`src/rtl/fetch_ifid_stage.sv`:
```
// IF stage and IF/ID pipeline register: PC, single-outstanding instruction fetch,
// load-use stall handling and EX-resolved flush/redirect.
module fetch_ifid_stage #(
  parameter int unsigned          XLEN     = 32,
  parameter logic [XLEN-1:0]      RESET_PC = '0,
  parameter logic [31:0]          NOP      = 32'h0000_0013
) (
  input  logic            clk,
  input  logic            rst_n,
  input  logic            pc_write,
  input  logic            ifid_write,
  input  logic            flush,
  input  logic [XLEN-1:0] redirect_pc,
  output logic            imem_req_valid,
  input  logic            imem_req_ready,
  output logic [XLEN-1:0] imem_req_addr,
  input  logic            imem_rsp_valid,
  input  logic [31:0]     imem_rsp_data,
  output logic            ifid_valid,
  output logic [XLEN-1:0] ifid_pc,
  output logic [31:0]     ifid_instr,
  output logic [4:0]      ifid_rs1,
  output logic [4:0]      ifid_rs2
);

  localparam logic [XLEN-1:0] ALIGN_MASK = ~XLEN'(3);
  localparam logic [XLEN-1:0] PC_STEP    = XLEN'(4);

  typedef enum logic [1:0] {
    S_REQ  = 2'd0,
    S_WAIT = 2'd1,
    S_HOLD = 2'd2,
    S_DROP = 2'd3
  } state_t;

  state_t          r_state;
  logic [XLEN-1:0] r_pc;
  logic [XLEN-1:0] r_req_pc;
  logic [31:0]     r_hold;
  logic            r_ifid_valid;
  logic [XLEN-1:0] r_ifid_pc;
  logic [31:0]     r_ifid_instr;

  logic            w_req_valid;
  logic            w_accept;
  logic            w_new_avail;
  logic [31:0]     w_new_instr;
  logic [XLEN-1:0] w_redirect;

  // Request is held off during reset, stalls and flushes.
  assign w_req_valid = rst_n & (r_state == S_REQ) & pc_write & ~flush;
  assign w_accept    = w_req_valid & imem_req_ready;
  assign w_new_avail = ((r_state == S_WAIT) & imem_rsp_valid) | (r_state == S_HOLD);
  assign w_new_instr = (r_state == S_HOLD) ? r_hold : imem_rsp_data;
  assign w_redirect  = redirect_pc & ALIGN_MASK;

  always_ff @(posedge clk or negedge rst_n) begin
    if (!rst_n) begin
      r_state      <= S_REQ;
      r_pc         <= RESET_PC & ALIGN_MASK;
      r_req_pc     <= '0;
      r_hold       <= NOP;
      r_ifid_valid <= 1'b0;
      r_ifid_pc    <= '0;
      r_ifid_instr <= NOP;
    end else if (flush) begin
      // An in-flight request whose response has not yet arrived must be drained.
      r_pc         <= w_redirect;
      r_hold       <= NOP;
      r_ifid_valid <= 1'b0;
      r_ifid_instr <= NOP;
      if (((r_state == S_WAIT) || (r_state == S_DROP)) && !imem_rsp_valid) begin
        r_state <= S_DROP;
      end else begin
        r_state <= S_REQ;
      end
    end else begin
      case (r_state)
        S_REQ: begin
          if (w_accept) begin
            r_req_pc <= r_pc;
            r_pc     <= r_pc + PC_STEP;
            r_state  <= S_WAIT;
          end
        end
        S_WAIT: begin
          if (imem_rsp_valid) begin
            if (ifid_write) begin
              r_state <= S_REQ;
            end else begin
              r_hold  <= imem_rsp_data;
              r_state <= S_HOLD;
            end
          end
        end
        S_HOLD: begin
          if (ifid_write) begin
            r_state <= S_REQ;
          end
        end
        S_DROP: begin
          if (imem_rsp_valid) begin
            r_state <= S_REQ;
          end
        end
        default: r_state <= S_REQ;
      endcase

      // IF/ID: load new instruction, else insert a bubble keeping the PC.
      if (ifid_write) begin
        if (w_new_avail) begin
          r_ifid_valid <= 1'b1;
          r_ifid_pc    <= r_req_pc;
          r_ifid_instr <= w_new_instr;
        end else begin
          r_ifid_valid <= 1'b0;
          r_ifid_instr <= NOP;
        end
      end
    end
  end

  assign imem_req_valid = w_req_valid;
  assign imem_req_addr  = r_pc;
  assign ifid_valid     = r_ifid_valid;
  assign ifid_pc        = r_ifid_pc;
  assign ifid_instr     = r_ifid_instr;
  assign ifid_rs1       = r_ifid_instr[19:15];
  assign ifid_rs2       = r_ifid_instr[24:20];

endmodule

```
`config.mk`:
```
export PLATFORM = sky130hd
export DESIGN_NAME = fetch_ifid_stage
export DESIGN_NICKNAME = d
export VERILOG_FILES = /design/src/rtl/fetch_ifid_stage.sv
export SDC_FILE = /design/constraint.sdc
export NUM_CORES = 1
export LEC_CHECK = 0
export CORE_MARGIN = 2
export CORE_UTILIZATION = 50
export CTS_BUF_LIST = sky130_fd_sc_hd__clkbuf_4
export DETAILED_ROUTE_END_ITERATION = 12
export PLACE_DENSITY = 0.84
export SYNTH_ARGS = -nofsm -noshare
export SYNTH_HDL_FRONTEND = slang
export SYNTH_SLANG_ARGS = --single-unit
```
`constraint.sdc`:
```
create_clock -name clk -period 4.6 [get_ports clk]
set_clock_uncertainty 0.05 [all_clocks]
set_input_delay 0.92 -clock clk [delete_from_list [all_inputs] [get_ports clk]]
set_output_delay 0.92 -clock clk [all_outputs]
set_load 0.05 [all_outputs]
```
* Word-level counts from Yosys, hierarchy flattened
Index checks and enable logic that the tools add are counted.
Word-level totals: memory bits (writable) 0, bits in registers 163, memories kept 0, input bits 71, bits in latches 0, word-level logic and storage cells 59, memory bits (read-only) 0
Cells by class: divide/modulo/power cells 0, bitwise gates (word level) 7, add/sub/neg operators 1, multiply operators 0, shift operators 0, equality and inequality tests 8, reduce and logical (&&, ||, !) cells 14, muxes and demuxes 22, $lt $le $gt $ge 0
Operators by type and width (number):
- 2-to-1 mux 32 bit | 11
- adder 32 x 3 -> 32 bit (second input constant) | 1
- 2-to-1 mux 2 bit | 7
- != test 3 bit (second input constant) | 4
- nonzero test 2 bit | 5
- AND reduction 3 bit | 3
- case mux 2 bit (4 select lines) | 1
- AND 1 bit | 5
- equality test 2 bit (second input constant) | 2
- AND reduction 4 bit | 1
- 2-to-1 mux 1 bit | 3
- equality test 2 x 1 -> 1 bit (second input constant) | 1
- logical NOT 2 bit | 1
- != test 2 x 1 -> 1 bit (second input constant) | 1
- AND reduction 2 bit | 1
- logical AND 1 bit | 1
- logical NOT 1 bit | 1
- logical OR 1 bit | 1
- NOT 1 bit | 1
- OR 1 bit | 1

* Longest topological paths before layout
Gate-level depths: netlist (run 1).
word-level depth 8, mapped depth 7, mapped depth without buffers 6

* Worst setup path after synthesis (run 1)
Ideal clock, no wire load.
kind in2out, start point input port flush, end point output port imem_req_valid, buffers on the path 0, stages 2, arrival time 1.591 ns, required time 3.630 ns, slack 2.039 ns, cells stage by stage nor2_1 -> and3_1
Between the ends: longest elaborated chain between the ends 2
RTL lines:
- from (decl) | RTL line 12 | input logic flush,
- NOT 1 bit (no line)
- AND 1 bit | RTL line 51 | assign w_req_valid = rst_n & (r_state == S_REQ) & pc_write & ~flush;
- to (decl) | RTL line 14 | output logic imem_req_valid,
No other way between the ends.

* Final worst setup path (run 1)
Ends and elaborated chain as after synthesis.

==> results of run 1 <==
[path summary, 6_finish.rpt]
check | from | endpoint | slack [ns]
min | rst_n | ifid_instr[9] | 0.15
min reg2reg | r_req_pc[13] | r_req_pc[13] | 0.44
max | flush | imem_req_valid | 1.59
min in group clk | r_req_pc[13] | r_req_pc[13] | 0.44
max reg2reg | imem_req_addr[2] | imem_req_addr[28] | 1.97
max in group asynchronous | rst_n | imem_req_addr[13] | 3.07
[critical path, delay by kind of cell]
family                 cells  cell delay (ns)
buffers and inverters      2             0.58
and+or+nand+nor            2             0.54
[where the power goes]
part / leakage (nW) / switching [W] / internal (W)
clock network: 0.141 / 0.000467 / 0.000372
registers: 2.05 / 0.000132 / 0.00156
logic: 1.76 / 0.000677 / 0.000389
total: 3.95 / 0.00128 / 0.00232
[layout make-up]
class / instances / area, um2 / share of cell area
Antenna cell: 1 / 2.502 / 0.0002776
Clock inverter: 13 / 150.1 / 0.01666
Sequential cell: 157 / 3936 / 0.4366
Clock buffer: 18 / 135.1 / 0.01499
Inverter: 9 / 33.78 / 0.003747
Timing Repair Buffer: 184 / 1823 / 0.2022
Tap cell: 176 / 220.2 / 0.02443
Multi-Input combinational cell: 432 / 2714 / 0.3010
[metal layers]
metal | global-route usage | routed length [um] | vias to the layer above
li1 | - | - | 2583
met2 | 0.3750 | 8121 | 290
met4 | 0.08764 | 357 | 0
met1 | 0.3208 | 7200 | 2759
met5 | 0 | 0 | -
met3 | 0.07537 | 1642 | 47
[logic make-up (layout without fill, tap and decap cells)]
kind of cell	Yosys count	count (layout)	share of synthesized area
buffers and inverters	62	224	0.04268
adder cells (fa/ha/maj)	1	1	0.001808
AND/OR/NAND/NOR	227	227	0.1523
other	1	5	0.0005420
multiplexers	65	65	0.09964
AO/OA/AOI/OAI	131	131	0.1291
XOR/XNOR	4	4	0.005064
flip-flops	157	157	0.5689
[sequential cells by signal, summed over array words and instances, names as in the netlist]
name	cells
r_hold	32
r_state	2
ifid_valid	1
ifid_pc	30
imem_req_addr	30
r_req_pc	30
ifid_instr	32
[cells in the final DEF, fill, tap and decap left out, drive strengths merged, types with 4 or more instances in the layout]
cell / instances
a21oi: 13
a22o: 30
buf: 14
clkbuf: 18
clkdlybuf4s50: 170
clkinv: 5
clkinvlp: 5
conb: 4
dfrtp: 151
dfstp: 6
inv: 9
mux2: 31
mux2i: 34
nand2: 141
nand3: 16
nand4: 13
nor2: 26
nor2b: 4
nor4: 6
o211ai: 8
o21ai: 50
[per-stage QoR]
stage / cell area (um2) / power, W / cells / hold slack, ns
global placement: 8727 / 0.002770 / 958 / 0.4062
detailed placement: 8727 / 0.002796 / 958 / 0.4131
finish: 9015 / 0.003601 / 990 / 0.1490
floorplan: 6930 / 0.002369 / 651 / 0.3920
CTS: 9012 / 0.003633 / 989 / 0.1030
global route: 9012 / 0.003765 / 989 / 0.1070
==> qor.yml, run 1 <==
synth:
  synth.largest_area_cell: "dfrtp_1"
  synth_edf_count: 0
  ys_types: 56
  synthCells: 648
  ys_warn_count: 0
  synth_ff_type: "dfrtp_1"
  synth.most_common_cell: "dfrtp_1"
  ys_top_cells_by_count: "151 x dfrtp_1, 141 x nand2_1, 50 x o21ai_0"
  async_flop_share: 1.000
  syn-cell-area_um2: 6919
  synth_area_leaders: "dfrtp_1 55%, nand2_1 7.6%, mux2_2 5.0%"
  ys_seq_area_frac: 0.5689
  synth_top_area_share: 0.5461
  ys_ff_latch: 157
  syn-mean-instance-area_um2: 10.68
sta:
  rsz0062_at_grt: "false"
  max_freq_mhz: 332.3
  tightest_slew_ns: 1.279
  relSlewSlack: 0.1463
  fin_setup_tns_ns: 0
  finalMaxSlewViolations: 0
  finalWorstSetupSlack_ns: 1.591
  fin_crit_sh: 0.6541
  min_period_ns: 3.009
  hold_violations: 0
  finalSetupViolations: 0
setup_path:
  crit_path_max_fanout: 4
  required_ns: 3.63
  cp_data_arrival_time_ns: 2.04
  crit_path_start_kind: "input pin"
  critical_path.slowest_cell: "clkdlybuf4s50_1"
  cp-end-kind: "primary output"
  cp_slowest_stage_delay_ns: 0.43
  reg2reg_depth: 6
  crit_path_cell_trace: "clkdlybuf4s50_1 > nor2_1 > and3_1 > buf_12"
  critPathKind: "in2out"
grt:
  grt_pass1_vias: 5512
  grt_max_degree: 86
  antenna_found_initial: 1
  grt_use_total: 0.2411
  grt_overflow: 0
  grt_pass1_wl_mm: 27.86
finish:
  final_nets: 873
  fill_cells: 993
  fin_util: 0.6727
  syn2layout_area_growth_pct: 30.29
  drive_gt1_frac: 0.1169
flow_run:
  cap_viol_max_count: 0
floorplan:
  rows: 42
  die_h_um: 121.6
  io_pins: 179
  die_w_um: 121.6
  coreArea_um2: 13400
  initial_utilization: 0.5163
  fp.dieArea_um2: 14800
pwr:
  leakagePower_nw: 3.949
  peakVddDrop_mv: 0.4045
  power.density_nw_per_um2: 399.5
placed_design:
  dp_slack_ns: 1.167
  dp_hpwl_mm: 11.90
  portBuffers: 172
  gp_congestion: 0.8440
clock_tree:
  insertion_delay_ns: 0.55
  root_buffer: "clkbuf_4"
  htreeDepth: 4
  hold_buffers: 0
  cts_tree: "done"
  ctsResizeCount: 0
  cts.sinks: 157
  postCtsSetupRepairBufs: 0
  clk_pin_slew_ns: 0.12
  cts_buffers: 17
  clock_path_buffers: 2
status:
  outcome: "finished clean"
detailed_routing:
  drt_iter0_markers: 463
  antenna_left: 0
  drc: 0
  drt_first_pass_iters: 5
  num_vias: 5679
  wl_per_cell_um: 17.49
  drt-vias-per-instance: 5.736
  drt_wl_total_mm: 17.32
hold_path:
  min_path_type: "in2async"
(Power assumes the default switching activity.)
==> run 2, diff against run 1 <==
==> constraint.sdc (replaced) <==
create_clock -name clk -period 3.1 [get_ports clk]
set_clock_uncertainty 0.05 [all_clocks]
set_input_delay 0.62 -clock clk [delete_from_list [all_inputs] [get_ports clk]]
set_output_delay 0.62 -clock clk [all_outputs]
set_load 0.05 [all_outputs]
==> qor.yml, run 2 (synthesis results as in run 1) <==
sta:
  min_period_ns: 2.691
  hold_ws_ns: 0.2091  # +0.06005 ns
  rsz0062_at_grt: "false"
  fin_crit_sh: 0.8681
  tightest_slew_ns: 1.033  # -0.2458 ns
  finalMaxSlewViolations: 0  # unchanged
  fin_setup_tns_ns: 0  # unchanged
  finalSetupViolations: 0  # unchanged
  relSlewSlack: 0.3111  # +0.1648
  max_freq_mhz: 371.6
  hold_violations: 0  # unchanged
  finalWorstSetupSlack_ns: 0.4089  # -1.182 ns
detailed_routing:
  met1_length_mm: 7.569  # +5.1%
  drc: 0  # unchanged
  drt-vias-per-instance: 5.652  # -1.5%
  wl_per_cell_um: 18.18  # +3.9%
  drt_wl_total_mm: 18.11  # +4.6%
  drt_first_pass_iters: 5  # unchanged
  drt_iter0_markers: 476  # +2.8%
  met2WireLength_mm: 8.800  # +8.4%
  routed.top_layer: "met4"
  met3_length_mm: 1.491  # -9.2%
  num_vias: 5629  # -0.88%
  antenna_left: 0  # unchanged
setup_path:
  crit_path_cell_trace: "clkdlybuf4s50_1"
  cp-end-kind: "primary output"
  cp_num_buf_inv: 1  # -1
  required_ns: 2.43  # -1.20 ns
  cp_data_arrival_time_ns: 2.02  # -0.02 ns
  crit_path_max_fanout: 9  # +5
  critical_path.slowest_cell: "clkdlybuf4s50_1"
  cp_slowest_stage_delay_ns: 0.90  # +0.47 ns
  crit_path_start_kind: "flip-flop"
  critPathTopFamily: "buffers and inverters"
  critPathKind: "reg2out"
status:
  outcome: "finished clean"
floorplan:
  die_h_um: 121.6  # unchanged
  fp.dieArea_um2: 14800  # unchanged
  initial_utilization: 0.5163  # unchanged
  io_pins: 179  # unchanged
  coreArea_um2: 13400  # unchanged
  die_w_um: 121.6  # unchanged
  rows: 42  # unchanged
clock_tree:
  root_buffer: "clkbuf_4"
  insertion_delay_ns: 0.56  # about the same
  ctsResizeCount: 0  # unchanged
  clk_pin_slew_ns: 0.13  # about the same
  hold_buffers: 0  # unchanged
  htreeDepth: 4  # unchanged
  clock_path_buffers: 2  # unchanged
  cts_buffers: 17  # unchanged
  cts.sinks: 157  # unchanged
  cts_tree: "done"
  postCtsSetupRepairBufs: 0  # unchanged
grt:
  grt_max_degree: 83  # -3.5%
  grt_pass1_wl_mm: 29.02  # +4.2%
  grt_overflow: 0  # unchanged
  antenna_found_initial: 1  # unchanged
  grt_pass1_vias: 5615  # +1.9%
  grt_use_total: 0.2536  # +0.01248
pwr:
  leakagePower_nw: 4.016  # +1.7%
  power.density_nw_per_um2: 610.3  # +53%
  peakVddDrop_mv: 0.4298  # +6.3%
finish:
  mostFrequentLayoutCells: "170 x clkdlybuf4s50_1, 151 x dfrtp_1, 141 x nand2_1"
  final_common_cell: "clkdlybuf4s50_1"
  syn2layout_area_growth_pct: 31.83
  final_nets: 879  # +0.69%
  fin_cells: 996  # +0.61%
  drive_gt1_frac: 0.1258  # +0.008912
  stdcell_area_um2: 9121  # +1.2%
placed_design:
  numPlacedInstances: 964  # +0.63%
  gp_congestion: 0.8293  # -1.7%
  portBuffers: 172  # unchanged
  dp_hpwl_mm: 12.38  # +4.0%
  dpl_cell_area_um2: 8772  # +0.52%
  dp_slack_ns: 0.3182  # -0.8483 ns
flow_run:
  cap_viol_max_count: 0  # unchanged
hold_path:
  min_path_type: "in2async"
## run 2: changes by cell type in the layout (fill, tap and decap cells not counted)
cell	previous run	this run
buf_4	12	18
clkbuf_4	18	17
clkinv_4	0	4
clkinv_2	3	2
inv_6	0	1
bufinv_16	3	5
clkinv_1	2	0
clkinvlp_4	5	2
## run 2: layout make-up
class / instances / area, um2
Antenna cell: 1 / 2.502
Clock buffer: 17 / 127.6
Clock inverter: 14 / 219.0
Fill cell: 1012 / 4279
Inverter: 9 / 33.78
Multi-Input combinational cell: 432 / 2714
Sequential cell: 157 / 3936
Tap cell: 176 / 220.2
Timing Repair Buffer: 190 / 1868
## run 2: where the power goes
part           internal, W  total, W  switching, W
Clock             0.000720   0.00146      0.000738
Sequential         0.00232   0.00252      0.000199
Combinational     0.000581   0.00159       0.00101
Total              0.00362   0.00557       0.00195
## run 2: stage by stage
step	power, W	utilization
6_report	0.005567	0.6807
5_1_grt	0.005827	0.6805
4_1_cts	0.005614	0.6805
3_5_place_dp	0.004157	0.6546
3_3_place_gp	0.004116	0.6546
2_1_floorplan	0.003515	-
## run 2: final timing paths
| path | start | end | slack, ns | cells past startpoint |
|---|---|---|---|---|
| worst max-delay path | imem_req_addr[9] | imem_req_addr[9] | 0.41 | 1 |
| worst min-delay path | rst_n | r_hold[31] | 0.21 | 2 |
| worst max register to register | imem_req_addr[2] | imem_req_addr[28] | 0.64 | 7 |
| worst min register to register | r_req_pc[14] | r_req_pc[14] | 0.44 | 2 |
| max in group asynchronous | rst_n | r_state[1] | 1.16 | 3 |
| min in group clk | r_req_pc[14] | r_req_pc[14] | 0.44 | 2 |
## run 2: per-layer routing
metal  track usage  vias to the layer above
li1              -                     2584
met1        0.3265                     2770
met3       0.07210                       25
met5             0                        -
met2        0.4210                      250
met4       0.07399                        0
==> run 3, diff against run 2 <==
==> constraint.sdc (replaced) <==
create_clock -name clk -period 3.1 [get_ports clk]
set_clock_uncertainty 0.05 [all_clocks]
set_input_delay 0.465 -clock clk [delete_from_list [all_inputs] [get_ports clk]]
set_output_delay 0.465 -clock clk [all_outputs]
set_load 0.05 [all_outputs]
==> qor.yml, run 3 (synthesis results as in run 1) <==
detailed_routing:
  wl_per_cell_um: 17.84  # -1.9%
  drt_wl_total_mm: 17.77  # -1.9%
  antenna_left: 0  # unchanged
  drc: 0  # unchanged
  drt_first_pass_iters: 5  # unchanged
  drt-vias-per-instance: 5.645  # -0.12%
  num_vias: 5622  # -0.12%
  drt_iter0_markers: 517  # +8.6%
grt:
  grt_max_degree: 158  # +90%
  grt_overflow: 0  # unchanged
  grt_pass1_wl_mm: 28.54  # -1.7%
  grt_use_total: 0.2496  # -0.004026
  grt_pass1_vias: 5542  # -1.3%
  antenna_found_initial: 1  # unchanged
pwr:
  power.switching_w: 0.001967  # +1.1%
  leakagePower_nw: 3.977  # -0.98%
  power_frac_comb: 0.297  # +0.011
  peakVddDrop_mv: 0.4918  # +14%
  p_int_w: 0.003389  # -6.4%
  clkPwrFrac: 0.233  # -0.029
  swShare: 0.3673  # +0.01780
  seqPwrFrac: 0.470  # +0.018
  power.density_nw_per_um2: 590.5  # -3.2%
setup_path:
  critPathTopFamily: "buffers and inverters"
  crit_path_cell_trace: "clkdlybuf4s50_1"
  regToRegSetupSlack_ns: 0.61  # -0.03 ns
  startpoint: "imem_req_addr[9]"
  critical_path.slowest_cell: "clkdlybuf4s50_1"
  crit_path_max_fanout: 9  # unchanged
  reg2reg_depth: 7  # unchanged
  crit_path_start_kind: "flip-flop"
  required_ns: 2.58  # +0.15 ns
  regToRegStartpoint: "imem_req_addr[2]"
  path_depth: 1  # unchanged
  critPathKind: "reg2out"
  cp-end-kind: "primary output"
  crit_end: "imem_req_addr[9]"
  cp_data_arrival_time_ns: 2.02  # about the same
  cp_slowest_stage_delay_ns: 0.89  # about the same
  cp_num_buf_inv: 1  # unchanged
  rr_endpoint: "imem_req_addr[28]"
clock_tree:
  hold_buffers: 0  # unchanged
  cts_buffers: 17  # unchanged
  cts.sinks: 157  # unchanged
  htreeDepth: 4  # unchanged
  clock_path_buffers: 2  # unchanged
  cts_tree: "done"
  postCtsSetupRepairBufs: 0  # unchanged
  clk_pin_slew_ns: 0.13  # about the same
  ctsResizeCount: 0  # unchanged
  root_buffer: "clkbuf_4"
  insertion_delay_ns: 0.57  # about the same
sta:
  finalMaxSlewViolations: 0  # unchanged
  fin_setup_tns_ns: 0  # unchanged
  finalSetupViolations: 0  # unchanged
  min_period_ns: 2.531  # -0.1600 ns
  tightest_slew_ns: 1.357  # +0.3237 ns
  rsz0062_at_grt: "false"
  finalWorstSetupSlack_ns: 0.5689  # +0.1600 ns
  fin_crit_sh: 0.8165  # -0.05161
  hold_violations: 9  # +9
  relSlewSlack: 0.09437  # -0.2168
  max_freq_mhz: 395.1  # +6.3%
  hold_ws_ns: -0.03351  # -0.2426 ns
floorplan:
  die_w_um: 121.6  # unchanged
  initial_utilization: 0.5163  # unchanged
  io_pins: 179  # unchanged
  coreArea_um2: 13400  # unchanged
  fp.dieArea_um2: 14800  # unchanged
  rows: 42  # unchanged
  die_h_um: 121.6  # unchanged
placed_design:
  portBuffers: 172  # unchanged
  dp_hpwl_mm: 12.19  # -1.6%
  dp_slack_ns: 0.4274  # +0.1091 ns
  gp_congestion: 0.8592  # +3.6%
status:
  outcome: "finished, violations left"
  violations: "hold timing"
finish:
  mostFrequentLayoutCells: "170 x clkdlybuf4s50_1, 151 x dfrtp_1, 141 x nand2_1"
  final_nets: 878  # -0.11%
  final_common_cell: "clkdlybuf4s50_1"
  syn2layout_area_growth_pct: 31.09
  drive_gt1_frac: 0.1245  # -0.001221
  fin_util: 0.6768  # -0.003828
  fill_cells: 1035  # +2.3%
flow_run:
  cap_viol_max_count: 0  # unchanged
hold_path:
  min_path_type: "in2async"
run 3: changes by cell type in the layout (fill, tap and decap cells not counted):
cell / delta
bufinv_16: -3
clkinvlp_4: +3
inv_6: +3
buf_4: -2
clkinv_2: -2
buf_12: +1
clkinv_1: +1
clkinv_4: -1
run 3: area by class of cell:
class	instances	area [um2]	area share
repair buffers	189	1873	0.2065
well taps	176	220.2	0.02428
clock inverters	15	162.7	0.01793
flip-flops and latches	157	3936	0.4340
multi-input cells	432	2714	0.2992
inverters	9	33.78	0.003725
diodes	1	2.502	0.0002759
clock buffers	17	127.6	0.01407
run 3: worst min-delay path by stage:
stage	start	to	slack, ns	cells past startpoint
3_3_place_gp	r_req_pc[2]	r_req_pc[2]	0.41	2
6_report	rst_n	ifid_instr[7]	-0.03	2
4_1_cts	rst_n	ifid_pc[28]	0.009	2
3_5_place_dp	r_req_pc[22]	r_req_pc[22]	0.41	2
2_1_floorplan	rst_n	ifid_instr[10]	0.12	0
5_1_grt	rst_n	imem_req_addr[18]	0.06	2
run 3: routing by layer:
layer / vias to the layer above / share of wire / global-route usage
met5: - / 0 / 0
met4: 0 / 0.016 / 0.08764
met3: 30 / 0.083 / 0.06929
met2: 236 / 0.48 / 0.4041
met1: 2777 / 0.42 / 0.3250
li1: 2579 / - / -
run 3: power by group through the flow:
stage                     Sequential [W]  Combinational (W)  Clock, W
after floorplan                  0.00313           0.000381         0
after global placement           0.00254            0.00157         0
after detailed placement         0.00256            0.00160         0
after CTS                        0.00252            0.00160   0.00128
after global routing             0.00256            0.00167   0.00136
final                            0.00252            0.00159   0.00125
run 3: metrics by stage:
stage | total power [W] | area (um2) | std cells
CTS | 0.005406 | 9067 | 995
global placement | 0.004118 | 8777 | 963
finish | 0.005356 | 9070 | 996
detailed placement | 0.004156 | 8777 | 963
floorplan | 0.003515 | 6930 | 651
global route | 0.005595 | 9067 | 995
